--- src/rtl/rst_seq_pkg.sv ---
// Shared types and constants for the reset sequencer.
package rst_seq_pkg;

  typedef enum logic [1:0] {
    WAIT_LOCK = 2'd0,
    HOLD      = 2'd1,
    STAGGER   = 2'd2,
    RUN       = 2'd3
  } seq_state_t;

  localparam logic [1:0] CAUSE_POR  = 2'b00;
  localparam logic [1:0] CAUSE_LOCK = 2'b01;
  localparam logic [1:0] CAUSE_SW   = 2'b10;

  function automatic int max_int(input int a, input int b);
    return (a > b) ? a : b;
  endfunction

endpackage

--- src/rtl/sync_2ff.sv ---
// Two-flop synchroniser for a single asynchronous level.
module sync_2ff (
  input  logic clk,
  input  logic srst,
  input  logic d,
  output logic q
);

  logic meta;

  // Sample d through two flops; both clear to 0 under reset.
  always_ff @(posedge clk) begin
    if (srst) begin
      meta <= 1'b0;
      q    <= 1'b0;
    end else begin
      meta <= d;
      q    <= meta;
    end
  end

endmodule

--- src/rtl/rst_sequencer.sv ---
// Reset sequencer: holds all channels after clock lock, then releases them
// one by one with a fixed stagger. Lock loss or a software request replays
// the sequence.
//
// state     | meaning
// ----------+-----------------------------------------------------------
// WAIT_LOCK | all channels asserted, waiting for synchronised lock
// HOLD      | all channels asserted, counting the hold period
// STAGGER   | releasing channels 1..N_CH-1, one per stagger period
// RUN       | all channels released; watching lock and software request
module rst_sequencer
  import rst_seq_pkg::*;
#(
  parameter int N_CH        = 3,
  parameter int HOLD_CYC    = 16,
  parameter int STAGGER_CYC = 4
) (
  input  logic            clk,
  input  logic            srst,
  input  logic            lock_i,
  input  logic            sw_req_i,
  output logic [N_CH-1:0] rst_o,
  output logic            done_o,
  output logic [1:0]      cause_o
);

  localparam int CW = $clog2(max_int(HOLD_CYC, STAGGER_CYC) + 1);
  localparam int IW = $clog2(N_CH + 1);

  // HOLD spans HOLD_CYC+1 edges: the counter runs 0..HOLD_CYC, and the
  // edge that sees HOLD_CYC releases channel 0.
  localparam logic [CW-1:0] HOLD_END = CW'(HOLD_CYC);
  localparam logic [CW-1:0] STAG_END = CW'(STAGGER_CYC - 1);
  localparam logic [IW-1:0] LAST_IDX = IW'(N_CH - 1);

  logic            lock_s;
  seq_state_t      state_q, state_d;
  logic [CW-1:0]   cnt_q, cnt_d;
  logic [IW-1:0]   idx_q, idx_d;
  logic [N_CH-1:0] rst_q, rst_d;
  logic            done_q, done_d;
  logic [1:0]      cause_q, cause_d;
  logic [N_CH-1:0] rel_mask;

  sync_2ff u_lock_sync (
    .clk  (clk),
    .srst (srst),
    .d    (lock_i),
    .q    (lock_s)
  );

  // Next-state and next-output decode; lock loss outranks software request.
  always_comb begin
    state_d  = state_q;
    cnt_d    = cnt_q;
    idx_d    = idx_q;
    rst_d    = rst_q;
    done_d   = done_q;
    cause_d  = cause_q;
    rel_mask = '0;
    for (int i = 0; i < N_CH; i++) begin
      if (IW'(i) == idx_q) rel_mask[i] = 1'b1;
    end

    case (state_q)
      WAIT_LOCK: begin
        rst_d  = '1;
        done_d = 1'b0;
        cnt_d  = '0;
        idx_d  = '0;
        if (lock_s) state_d = HOLD;
      end

      HOLD: begin
        if (!lock_s) begin
          state_d = WAIT_LOCK;
          rst_d   = '1;
          done_d  = 1'b0;
          cause_d = CAUSE_LOCK;
          cnt_d   = '0;
          idx_d   = '0;
        end else if (cnt_q == HOLD_END) begin
          rst_d[0] = 1'b0;
          cnt_d    = '0;
          if (N_CH == 1) begin
            state_d = RUN;
            done_d  = 1'b1;
            idx_d   = '0;
          end else begin
            state_d = STAGGER;
            idx_d   = IW'(1);
          end
        end else begin
          cnt_d = cnt_q + CW'(1);
        end
      end

      STAGGER: begin
        if (!lock_s) begin
          state_d = WAIT_LOCK;
          rst_d   = '1;
          done_d  = 1'b0;
          cause_d = CAUSE_LOCK;
          cnt_d   = '0;
          idx_d   = '0;
        end else if (cnt_q == STAG_END) begin
          rst_d = rst_q & ~rel_mask;
          cnt_d = '0;
          if (idx_q == LAST_IDX) begin
            state_d = RUN;
            done_d  = 1'b1;
            idx_d   = '0;
          end else begin
            idx_d = idx_q + IW'(1);
          end
        end else begin
          cnt_d = cnt_q + CW'(1);
        end
      end

      RUN: begin
        if (!lock_s) begin
          state_d = WAIT_LOCK;
          rst_d   = '1;
          done_d  = 1'b0;
          cause_d = CAUSE_LOCK;
          cnt_d   = '0;
          idx_d   = '0;
        end else if (sw_req_i) begin
          state_d = HOLD;
          rst_d   = '1;
          done_d  = 1'b0;
          cause_d = CAUSE_SW;
          cnt_d   = '0;
          idx_d   = '0;
        end
      end

      default: begin
        state_d = WAIT_LOCK;
        rst_d   = '1;
        done_d  = 1'b0;
        cnt_d   = '0;
        idx_d   = '0;
      end
    endcase
  end

  // State and registered outputs; reset overrides every other event.
  always_ff @(posedge clk) begin
    if (srst) begin
      state_q <= WAIT_LOCK;
      cnt_q   <= '0;
      idx_q   <= '0;
      rst_q   <= '1;
      done_q  <= 1'b0;
      cause_q <= CAUSE_POR;
    end else begin
      state_q <= state_d;
      cnt_q   <= cnt_d;
      idx_q   <= idx_d;
      rst_q   <= rst_d;
      done_q  <= done_d;
      cause_q <= cause_d;
    end
  end

  assign rst_o   = rst_q;
  assign done_o  = done_q;
  assign cause_o = cause_q;

endmodule
--- config.mk ---
export PLATFORM = sky130hd
export DESIGN_NAME = rst_sequencer
export DESIGN_NICKNAME = d
export VERILOG_FILES = /design/src/rtl/rst_seq_pkg.sv /design/src/rtl/sync_2ff.sv /design/src/rtl/rst_sequencer.sv
export SDC_FILE = /design/constraint.sdc
export NUM_CORES = 1
export LEC_CHECK = 0
export CORE_UTILIZATION = 54
export DETAILED_ROUTE_END_ITERATION = 10
export GPL_TIMING_DRIVEN = 0
export PLACE_DENSITY = 0.8
export SLEW_MARGIN = 10
export SYNTH_ARGS = -nofsm -noshare
export SYNTH_HDL_FRONTEND = slang
export SYNTH_SLANG_ARGS = --single-unit
export TNS_END_PERCENT = 5
--- constraint.sdc ---
create_clock -name clk -period 2.5 [get_ports clk]
set_clock_uncertainty 0.2 [all_clocks]
set_input_delay 0.375 -clock clk [delete_from_list [all_inputs] [get_ports clk]]
set_output_delay 0.375 -clock clk [all_outputs]
set_load 0.01 [all_outputs]
======== Word level (Yosys, flattened, before mapping) ========
Cells that the tools add are included.
word-level totals
  output and inout port bits .............. 6
  bits in registers ....................... 17
  bits of input ports ..................... 4
  logic and storage cells ................. 83
operators by class
  reductions and logical operators ........ 9
  add/subtract/negate cells ............... 2
  bitwise logic cells ..................... 2
  equality and inequality tests ........... 15
  mux-type cells .......................... 46
operator list
  operator             number
  $mux 2               19
  $mux 5               6
  $pmux 5 s4           1
  $pmux 2 s4           2
  $mux 3               4
  $ne 3x3->1 const B   4
  $pmux 3 s4           1
  $mux 1               11
  $reduce_and 3->1     3
  $eq 2x2->1 const B   3
  $add 5x1->5 const B  1
  $eq 5x2->1 const B   1
  $eq 5x5->1 const B   1
  $reduce_and 5->1     1
  $logic_not 2->1      2
  $ne 2x2->1 const B   2
  $pmux 1 s4           1
  $pmux 2 s2           1
  $reduce_and 4->1     1
  $and 3x3->3          1
  $not 3->3            1
  $add 2x1->2 const B  1
  $eq 1x2->1 const A   1
  $eq 2x1->1 const B   1
  4 further kinds      4

======== Depth between registers and ports, before layout ========
Gate-level depths: netlist (run 1).
  depth after elaboration ................. 7
  gate-level depth with buffers ........... 7
  mapped depth without buffers ............ 6

======== By module ========
Synthesis (run 1) repeated with hierarchy kept, for this count alone.
second synthesis, totals
  cells, all modules ...................... 115
  area, all modules ....................... 955.9 um^2
modules (own cells, without submodules)
  module         times used  cells an instance  area an instance (um^2)  seq. area each (um^2)
  rst_sequencer  1           111                903.4                    300.3
  sync_2ff       1           4                  52.6                     40.0

======== Least setup slack after synthesis (run 1) ========
Ideal clock, no wire load.
  kind .................................... flip-flop to flip-flop
  from .................................... reg state_q[0]
  to ...................................... reg idx_q[1]
  clock period less this slack ............ 1,866 ps
  path slack .............................. 634 ps
  stages on the path, launching flop included .. 8
  data required time ...................... 2,230 ps
  data arrival time ....................... 1,596 ps
  path buffers ............................ 1
  setup time .............................. 70 ps
  cells stage by stage .................... dfxtp_1 inv_1 ha_1 buf_6 nand2_1 o221ai_2 or4_1 a21oi_1
between the ends
  word-level cells in the longest chain between the ends .. 3
  elaborated cells between the ends (all ways) .. 9
  classes of those cells .................. eq/ne (6); mux (1); reduce/logical (2)
ends and longest elaborated chain
  what                                             RTL line              RTL
  start: declaration                               rst_sequencer.sv:37   seq_state_t state_q, state_d;
  start signal: assignment                         rst_sequencer.sv:159  state_q <= state_d;
  $eq 2x2->1 / $eq 2x1->1 (equally long branches)  rst_sequencer.sv:65   case (state_q)
  $ne 3x3->1 (no source line)                      -
  $reduce_and 3->1 (no source line)                -
  end signal: assignment                           rst_sequencer.sv:161  idx_q <= idx_d;
  end: declaration                                 rst_sequencer.sv:39   logic [IW-1:0] idx_q, idx_d;
Several ways; a longest one is shown, not always the timed one.
A chain may end at the register's enable or synchronous reset.

======== Final worst setup path (run 1) ========
  from .................................... reg state_q[0]
  to ...................................... reg rst_q[0], in the netlist rst_o[0]
between the ends
  word-level cells in the longest chain between the ends .. 3
  elaborated cells between the ends (all ways) .. 9
  classes of those cells .................. eq/ne (6); mux (1); reduce/logical (2)
ends and longest elaborated chain
  what                                             RTL line              RTL
  $eq 2x2->1 / $eq 2x1->1 (equally long branches)  rst_sequencer.sv:65
  $ne 3x3->1 (no source line)                      -
  $reduce_and 3->1 (no source line)                -
  end signal: assignment                           rst_sequencer.sv:162  rst_q <= rst_d;
  end: declaration                                 rst_sequencer.sv:40   logic [N_CH-1:0] rst_q, rst_d;
Several ways; a longest one is shown, not always the timed one.

==> Flow_metrics.wiki, run 1 <==
{| class="wikitable"
! Metric !! Value
|-
| Overflow left after global routing || 0
|-
| Post-synthesis to final-layout area growth || 14.3%
|-
| Largest cells by area after synthesis || dfxtp_1, ha_1, a21oi_1, nand2_1, nand4_1
|-
| Fraction of synthesized cell area taken by the top area cell type || 35.7%
|-
| Die W || 44.0 um
|-
| Post-CTS setup-driven buffer insertion count || 0
|-
| Antenna cell count || 0
|-
| Maximum number of buffers from clock root to sink || 2
|-
| Net switching share of the total power || between 20% and 30%
|-
| Clock Sinks || 17
|-
| Type of the worst min-delay path || register to register
|-
| DR iter-0 viols || 33
|-
| Reg-to-reg setup timing slack || 360 ps
|-
| Leakage || 0.411 nW
|-
| Most frequent cells in the layout || dfxtp_1, nand2_1, a21oi_1
|-
| Total power divided by cell area || about 490 nW/um^2
|-
| Number of buffers added by the clock tree synthesis step || 3
|-
| Final weighted congestion of routability-driven global placement || 0.795
|-
| Half-perimeter wire length after placement || 1.44 mm
|-
| Required time of the worst setup path || 2500 ps
|-
| Number of register bits inferred by synthesis || 17
|-
| Source-to-sink clock delay at the later pin of the worst-skew pair || approximately 300 ps
|-
| Clock-pin slew of the registers on the worst-case setup and hold paths || about 100 ps
|-
| Post-cts gate resize count || 0
|-
| Layout cells sized above 1 || 10.5%
|-
| Cell count after synthesis || 111
|-
| Sequential cell area in the final layout || 340 um^2
|-
| Worst hold path cell count || 1
|-
| Final Cycle Share || 85.4%
|-
| Number of flops mapped to enable cells by yosys || 0
|-
| Worst Hold Launch || u_lock_sync.meta
|-
| Vertical die dimension || roughly 44 um
|-
| Routed WL per cell || 14.3 um
|-
| Count of synthesis-stage warnings from yosys || 0
|-
| Shortest clock period the worst path allows after layout || 2140 ps
|-
| Count of TritonRoute iterations in the first routing pass || 4
|-
| Area leader, netlist || dfxtp_1
|-
| Worst-path maximum fanout || 10
|-
| Post-detailed-routing wire length || ~2.0 mm
|-
| Psw || 0.143 mW
|-
| Number of port buffers || 9
|-
| Count of filler cells inserted in the layout || 140
|-
| DRC violation count after routing || 0
|-
| Num rows || 14
|-
| Fraction of power consumed by the clock network || around 29%
|-
| Total Power || 0.528 mW
|-
| Worst hold endpoint || u_lock_sync.q
|-
| Leading cell type in the layout, fill and taps excluded || dfxtp_1
|-
| Ys async rst share || 0%
|-
| Maximum clock frequency || between 400 and 500 MHz
|-
| Final Hold Vio Count || 0
|-
| Synth Cell Area || around 950 um^2
|-
| Worst-case reg-to-reg path depth || 7
|-
| First-pass GRT wire length || 3.37 mm
|-
| Peak ir drop on the vdd network || 328 uV
|-
| Area of combinational cells with multiple inputs || 551 um^2
|-
| Synthesized area divided by synthesized cell count || 8.58 um^2
|-
| Count of hold buffers inserted by post-cts repair || 0
|-
| Status || completed
|-
| Unrepaired setup endpoints after global routing || false
|-
| Number of routed nets with antenna violations || 0
|-
| Per-cell via count in the routed design || 6.19
|-
| TritonCTS clock tree || done
|-
| Count of final max-slew check failures || 0
|-
| H-tree levels || 1
|-
| Worst flop-to-flop path endpoint || rst_o[0]
|-
| Initial antenna violation count || 0
|-
| Overall via count from detail_route || 867
|-
| Worst Setup Path Type || register to register
|-
| Root cell of the clock tree || clkbuf_4
|-
| Total setup violations reported at the end of the flow || 0
|-
| Gr usage total || about a quarter
|-
| Source of the worst register-to-register timing path || state_q[0]
|-
| Worst Max-Slew Pin Slew || 602 ps
|-
| Startpoint type of the worst setup path || register
|-
| Critical path origin || state_q[0]
|-
| Relative slew slack || about three fifths
|-
| Initial core utilization || 60.4%
|-
| Prevailing post-synth register cell || dfxtp_1
|-
| Combinational group share of total power || between 10% and 20%
|-
| Overall die area || 1940 um^2
|-
| Net count of the finished layout || 135
|-
| Number of top-level pins || 10
|-
| Design internal power || 0.385 mW
|-
| Final TNS setup || 0 ps
|-
| Area of the core region || 1580 um^2
|-
| Synthesized Nets || 121
|-
| Final-layout worst hold slack || 247 ps
|-
| Max_cap viols || 0
|-
| Vias in the first global route || between 700 and 800
|-
| Share of total power in sequential cells || around 55%
|-
| Maximum number of pins on one net before global-route repair || 11
|-
| Number of unique standard cell types used by synthesis || 34
|-
| Endpoint kind of the worst setup timing path || register
|-
| Sequential element share of the synthesized area || 35.7%
|-
| Arr. time, crit path || 2130 ps
|}
-- synthesized netlist by cell type, types with 2 or more instances --
library cell,count
dfxtp_1,17
nand2_1,12
a21oi_1,11
inv_1,9
nand4_1,7
o21ai_0,7
ha_1,6
nor2_1,6
a31oi_1,4
nor2b_1,3
a211o_1,2
a211oi_1,2
nand3_1,2
o21a_1,2
or4_1,2
-- worst max-delay path by stage --
| stage | endpoint | slack, ps | depth (start not counted) |
|---|---|---|---|
| floorplan | idx_q[1] | 630 | 7 |
| global placement | idx_q[1] | 350 | 5 |
| detailed placement | idx_q[1] | 330 | 5 |
| CTS | rst_o[0] | 410 | 7 |
| global route | rst_o[0] | 270 | 7 |
| finish | rst_o[0] | 360 | 7 |
-- critical path, stage by stage (launching register included) --
cell and delay, ps:
dfxtp_1 340, inv_1 130, ha_1 180, buf_6 130
nand2_1 130, o22ai_1 530, a211oi_1 110, a211o_1 290
-- power by group through the flow --
stage	registers, mW	logic (mW)	clock network [mW]
after global routing	0.290	0.0977	0.164
final	0.288	0.0891	0.151
after detailed placement	0.294	0.0887	0
after global placement	0.294	0.0850	0
after CTS	0.288	0.0892	0.154
after floorplan	0.297	0.0519	0
-- kinds of logic (layout without fill, tap and decap cells) --
family                     count (synthesis)  count (layout)  synth area share [%]
and+or+nand+nor                           39              39                  24.8
adders and majority gates                  6               6                  7.88
DFF                                       17              17                  35.7
AOI/OAI and AO/OA                         36              36                  25.1
buffers and inverters                     13              26                  6.44
-- cell type report --
cell class	count	area share (%)
buffer	4	2.53
timing repair buffer	9	8.28
tap	16	1.84
multi-input combinational	81	50.6
sequential	17	31.3
inverter	9	3.10
clock buffer	4	2.41
-- per-layer routing --
metal  part of all wire, %  vias up  track usage (%)
met2                    47       20             39.4
met4                   2.2        0             10.9
met1                    48      408             30.4
met3                   3.6        5             2.50
li1                      -      434                -
met5                     0        -                0
-- flip-flops by register name, summed over array words and instances, names as in the netlist --
register and cells:
u_lock_sync.meta 1, state_q 2, idx_q 2, cnt_q 5, cause_o 2, u_lock_sync.q 1
rst_o 3, done_o 1
-- stage by stage --
stage                     setup slack, ps  instance area (um^2)  util [%]  instances
final                                 364                  1090      69.0        140
after global routing                  268                  1090      69.0        140
after CTS                             406                  1090      69.0        140
after detailed placement              329                  1060      67.4        136
after global placement                349                  1060      67.4        136
after floorplan                       634                   952         -        111
No activity file was read; power rests on OpenSTA's default activity.
==> run 2: changes to the inputs <==
CORE_UTILIZATION = 35   (was 54)
CTS_BUF_LIST = sky130_fd_sc_hd__clkbuf_4 sky130_fd_sc_hd__clkbuf_8   (was default)
PLACE_DENSITY = 0.57   (was 0.8)
==> Flow_metrics.wiki, run 2 (synthesized netlist as in run 1, its figures left out) <==
{| class="wikitable"
! Metric !! Value
|-
| Area of the core region || 2520 um^2
|-
| Overall via count from detail_route || 834
|-
| Design internal power || 0.395 mW
|-
| Leakage || 0.415 nW
|-
| Post-detailed-routing wire length || 1.92 mm
|-
| Routed WL per cell || 12.4 um
|-
| TritonCTS clock tree || done
|-
| Final cell area excluding filler cells || around 1100 um^2
|-
| Net count of the finished layout || 135
|-
| Endpoint kind of the worst setup timing path || register
|-
| Gr usage total || 15.3%
|-
| Sum of routed wire segments on met1 || around 1.0 mm
|-
| Met2 routed wirelength || 834 um
|-
| Layout cells sized above 1 || 11.3%
|-
| Source-to-sink clock delay at the later pin of the worst-skew pair || 290 ps
|-
| Final TNS setup || 0 ps
|-
| Worst Max-Slew Pin Slew || 548 ps
|-
| Initial core utilization || a little under two fifths
|-
| Arr. time, crit path || 2070 ps
|-
| Most frequent cells in the layout || dfxtp_1, nand2_1, a21oi_1
|-
| DRC violation count after routing || 0
|-
| Psw || 0.147 mW
|-
| Overflow left after global routing || 0
|-
| Placed Area || approximately 1100 um^2
|-
| Total setup violations reported at the end of the flow || 0
|-
| Final Cycle Share || between 80% and 90%
|-
| Worst Setup Path Type || register to register
|-
| Combinational group share of total power || approximately 16%
|-
| Count of hold buffers inserted by post-cts repair || 0
|-
| Count of filler cells inserted in the layout || 266
|-
| Worst Hold Launch || u_lock_sync.meta
|-
| DR iter-0 viols || 11
|-
| Startpoint type of the worst setup path || register
|-
| Worst hold path cell count || 1
|-
| Relative slew slack || a little under two thirds
|-
| H-tree levels || 1
|-
| Post-place setup slack || 304 ps
|-
| Largest reg by FF count || cnt_q
|-
| Max_cap viols || 0
|-
| Peak per-stage delay on the critical path || 490 ps
|-
| Required time of the worst setup path || 2490 ps
|-
| Net switching share of the total power || 27.2%
|-
| Post-CTS setup-driven buffer insertion count || 0
|-
| Highest routed metal layer || met4
|-
| Worst-path maximum fanout || 10
|-
| Peak ir drop on the vdd network || 301 uV
|-
| Final Hold Vio Count || 0
|-
| Status || completed
|-
| Met3 Routed Length || around 55 um
|-
| Shortest clock period the worst path allows after layout || 2080 ps
|-
| Share of total power in sequential cells || 53.1%
|-
| Root cell of the clock tree || clkbuf_4
|-
| Post-layout util || 44.0%
|-
| Number of buffers added by the clock tree synthesis step || 3
|-
| Critical path origin || state_q[0]
|-
| Slowest-stage cell, CP || o22ai_1
|-
| Clock Sinks || 17
|-
| Source of the worst register-to-register timing path || state_q[0]
|-
| WP depth || 7
|-
| Per-cell via count in the routed design || 5.42
|-
| Leading cell type in the layout, fill and taps excluded || dfxtp_1
|-
| Maximum clock frequency || a little under 500 MHz
|-
| Post-cts gate resize count || 0
|-
| Type of the worst min-delay path || register to register
|-
| Count of final max-slew check failures || 0
|-
| Worst-case reg-to-reg path depth || 7
|-
| Number of port buffers || 9
|-
| Delay-heaviest family, CP || compound AO/OA/AOI/OAI gates
|-
| Vertical die dimension || 54.2 um
|-
| Final weighted congestion of routability-driven global placement || 0.799
|-
| Total Power || 0.542 mW
|-
| Worst path setup slack after routing || 418 ps
|-
| Maximum number of pins on one net before global-route repair || 11
|-
| Number of top-level pins || 10
|-
| Overall die area || 2930 um^2
|-
| Buffers plus inverters on the worst setup path || 2
|-
| Series of cell instances along the critical path || inv_1, ha_1, buf_6, nand2_1, o22ai_1, a211oi_1, a211o_1
|-
| Total power divided by cell area || 489 nW/um^2
|-
| Num rows || 18
|-
| Fraction of power consumed by the clock network || 31.0%
|-
| Vias in the first global route || 703
|-
| Post-synthesis to final-layout area growth || 16.6%
|-
| First-pass GRT wire length || between 3 and 4 mm
|-
| Largest register FFs || 5
|-
| Unrepaired setup endpoints after global routing || false
|-
| Count of TritonRoute iterations in the first routing pass || 4
|-
| Antenna cell count || 0
|-
| Maximum number of buffers from clock root to sink || 2
|-
| Clock-pin slew of the registers on the worst-case setup and hold paths || between 100 and 150 ps
|-
| Half-perimeter wire length after placement || 1.40 mm
|-
| Number of routed nets with antenna violations || 0
|-
| Initial antenna violation count || 0
|-
| Die W || 54.2 um
|}
run 2: cell count changes in the layout (fill, tap and decap cells not counted):
cell	before	now
clkbuf_1	2	1
clkbuf_4	3	4
run 2: path summary, 6_finish.rpt:
kind,endpoint,slack (ps)
min,u_lock_sync.q,250
max reg2reg,rst_o[0],420
min reg2reg,u_lock_sync.q,250
max,rst_o[0],420
run 2: metal layers:
metal  up-vias  global-route usage, %
li1        437                      -
met1       386                   22.2
met2         9                   22.4
met3         2                   2.54
met4         0                   5.13
met5         -                      0
run 2: cell type report:
class | count | area, um^2 | area share (%)
flip-flops and latches | 17 | 340 | 30.7
well taps | 30 | 37.5 | 3.38
clock buffers | 4 | 30.0 | 2.71
inverters | 9 | 33.8 | 3.04
plain buffers | 4 | 27.5 | 2.48
multi-input cells | 81 | 551 | 49.6
repair buffers | 9 | 90.1 | 8.12
run 2: per-stage QoR:
stage	instances	hold WS [ps]
6_report	154	248
3_5_place_dp	150	229
2_1_floorplan	111	214
5_1_grt	154	264
3_3_place_gp	150	217
4_1_cts	154	256
run 2: power by group through the flow:
stage	Clock (mW)	Combinational (mW)	Sequential, mW
floorplan	0	0.0519	0.297
global placement	0	0.0855	0.294
detailed placement	0	0.0864	0.295
CTS	0.173	0.0870	0.288
global route	0.186	0.0969	0.290
finish	0.168	0.0862	0.288
==> run 3: changes to the inputs <==
PLACE_DENSITY = 0.59   (was 0.57)
clock period = 1.9 ns   (was 2.5 ns; I/O delays follow)
==> Flow_metrics.wiki, run 3 (synthesized netlist as in run 1, its figures left out) <==
{| class="wikitable"
! Metric !! Value
|-
| Status || completed
|-
| Total setup violations reported at the end of the flow || 0
|-
| Worst Max-Slew Pin Slew || 355 ps
|-
| Clock-pin slew of the registers on the worst-case setup and hold paths || 110 ps
|-
| DRC violation count after routing || 0
|-
| Initial antenna violation count || 0
|-
| Shortest clock period the worst path allows after layout || approximately 1800 ps
|-
| Type of the worst min-delay path || register to register
|-
| Startpoint type of the worst setup path || register
|-
| Number of top-level pins || 10
|-
| Clock Sinks || 17
|-
| Peak per-stage delay on the critical path || about 430 ps
|-
| Overall via count from detail_route || approximately 870
|-
| Largest reg by FF count || cnt_q
|-
| Root cell of the clock tree || clkbuf_4
|-
| Unrepaired setup endpoints after global routing || false
|-
| Worst Setup Path Type || register to register
|-
| Peak ir drop on the vdd network || 443 uV
|-
| Reg-to-reg setup timing slack || 60 ps
|-
| Post-place setup slack || -186 ps
|-
| Relative slew slack || 76.3%
|-
| Maximum clock frequency || about 540 MHz
|-
| Num rows || 18
|-
| Antenna cell count || 0
|-
| H-tree levels || 1
|-
| Max_cap viols || 0
|-
| Non-filler instance count after layout || 159
|-
| Vertical die dimension || 54.2 um
|-
| Count of final max-slew check failures || 0
|-
| Overall die area || 2930 um^2
|-
| Most frequent cells in the layout || dfxtp_1, nand2_1, a21oi_1, clkdlybuf4s50_1
|-
| Per-cell via count in the routed design || 5.49
|-
| Final Cycle Share || a little over nine tenths
|-
| Largest register FFs || 5
|-
| Initial core utilization || 37.7%
|-
| Count of filler cells inserted in the layout || 243
|-
| DR iter-0 viols || 13
|-
| Layout cells sized above 1 || 28.7%
|-
| Total Power || 0.734 mW
|-
| Post-synthesis to final-layout area growth || 32.9%
|-
| Routed WL per cell || 13.8 um
|-
| Final Hold Vio Count || 0
|-
| Maximum number of pins on one net before global-route repair || 11
|-
| Endpoint kind of the worst setup timing path || register
|-
| Worst path setup slack after routing || between 50 and 60 ps
|-
| Net count of the finished layout || 140
|-
| Final-layout worst hold slack || around 250 ps
|-
| Number of routed nets with antenna violations || 0
|-
| Post-detailed-routing wire length || 2.20 mm
|-
| Final TNS setup || 0 ps
|-
| Leading cell type in the layout, fill and taps excluded || dfxtp_1
|-
| Arr. time, crit path || 1870 ps
|-
| TritonCTS clock tree || done
|-
| Count of TritonRoute iterations in the first routing pass || 6
|-
| Maximum number of buffers from clock root to sink || 2
|-
| Gr usage total || 17.2%
|-
| Series of cell instances along the critical path || inv_1, ha_1, and4bb_4, o221ai_4, or4_4, a21oi_2
|-
| Final weighted congestion of routability-driven global placement || 0.769
|-
| First-pass GRT wire length || 3.64 mm
|-
| Worst-path maximum fanout || 4
|-
| Number of buffers added by the clock tree synthesis step || 3
|-
| Leakage || 0.492 nW
|-
| Half-perimeter wire length after placement || roughly 1.4 mm
|-
| Die W || 54.2 um
|-
| Slowest-stage cell, CP || or4_4
|-
| Area of the core region || roughly 2500 um^2
|-
| Vias in the first global route || 812
|-
| Source-to-sink clock delay at the later pin of the worst-skew pair || 290 ps
|-
| Required time of the worst setup path || 1930 ps
|-
| Number of port buffers || 9
|-
| Cells after DPL || 150
|-
| Total power divided by cell area || 581 nW/um^2
|-
| Overflow left after global routing || 0
|}
[run 3: changes by cell type in the layout (fill, tap and decap cells not counted), moves of 2 or more]
| cell | previous run | this run |
|---|---|---|
| a21oi_1 | 11 | 9 |
| a21oi_2 | 0 | 2 |
| buf_4 | 1 | 5 |
| dfxtp_1 | 17 | 12 |
| dfxtp_2 | 0 | 3 |
| dfxtp_4 | 0 | 2 |
| inv_1 | 9 | 7 |
| inv_2 | 0 | 2 |
| nand2_1 | 12 | 10 |
| or4_1 | 2 | 0 |
| or4_4 | 0 | 2 |
[run 3: metal layers]
metal  vias up  GRT usage (%)  part of all wire (%)
met4         0           7.26                     0
li1        450              -                     -
met2        15           28.0                    48
met5         -              0                     0
met1       408           22.1                    48
met3         0           2.82                   3.5
[run 3: path summary, 6_finish.rpt]
path	start	endpoint	cells past startpoint
hold reg to reg	u_lock_sync.meta	u_lock_sync.q	1
hold / removal	u_lock_sync.meta	u_lock_sync.q	1
setup / recovery	cnt_q[0]	idx_q[1]	6
setup reg to reg	cnt_q[0]	idx_q[1]	6
[run 3: area by class of cell]
class	count	area (um^2)	share of cell area, %
well taps	30	37.5	2.97
plain buffers	4	32.5	2.57
inverters	9	33.8	2.67
multi-input cells	81	652	51.5
flip-flops and latches	17	352	27.8
clock buffers	4	30.0	2.37
repair buffers	14	128	10.1
[run 3: stage by stage]
step | utilization (%) | area [um^2]
global placement | 42.8 | 1080
floorplan | - | 952
CTS | 45.3 | 1140
finish | 50.1 | 1260
detailed placement | 42.8 | 1080
global route | 50.1 | 1260
[run 3: critical path: cells and delay by family (launching register included)]
family / cells / cell delay (ps)
and+or+nand+nor: 2 / 720
AOI/OAI and AO/OA: 2 / 250
buffers and inverters: 1 / 70
DFF: 1 / 380
adders and majority gates: 1 / 150
[run 3: timing repair]
item,CTS,global route
pin swaps,1,7
setup buffers,1,4
endpoints found under the setup margin,8,9
hold buffers,0,0
gates resized for setup,10,19
hold endpoints to repair,0,0
[run 3: power by group]
group	switching, mW	internal, mW
logic	0.0694	0.0683
clock network	0.121	0.0959
registers	0.0112	0.369
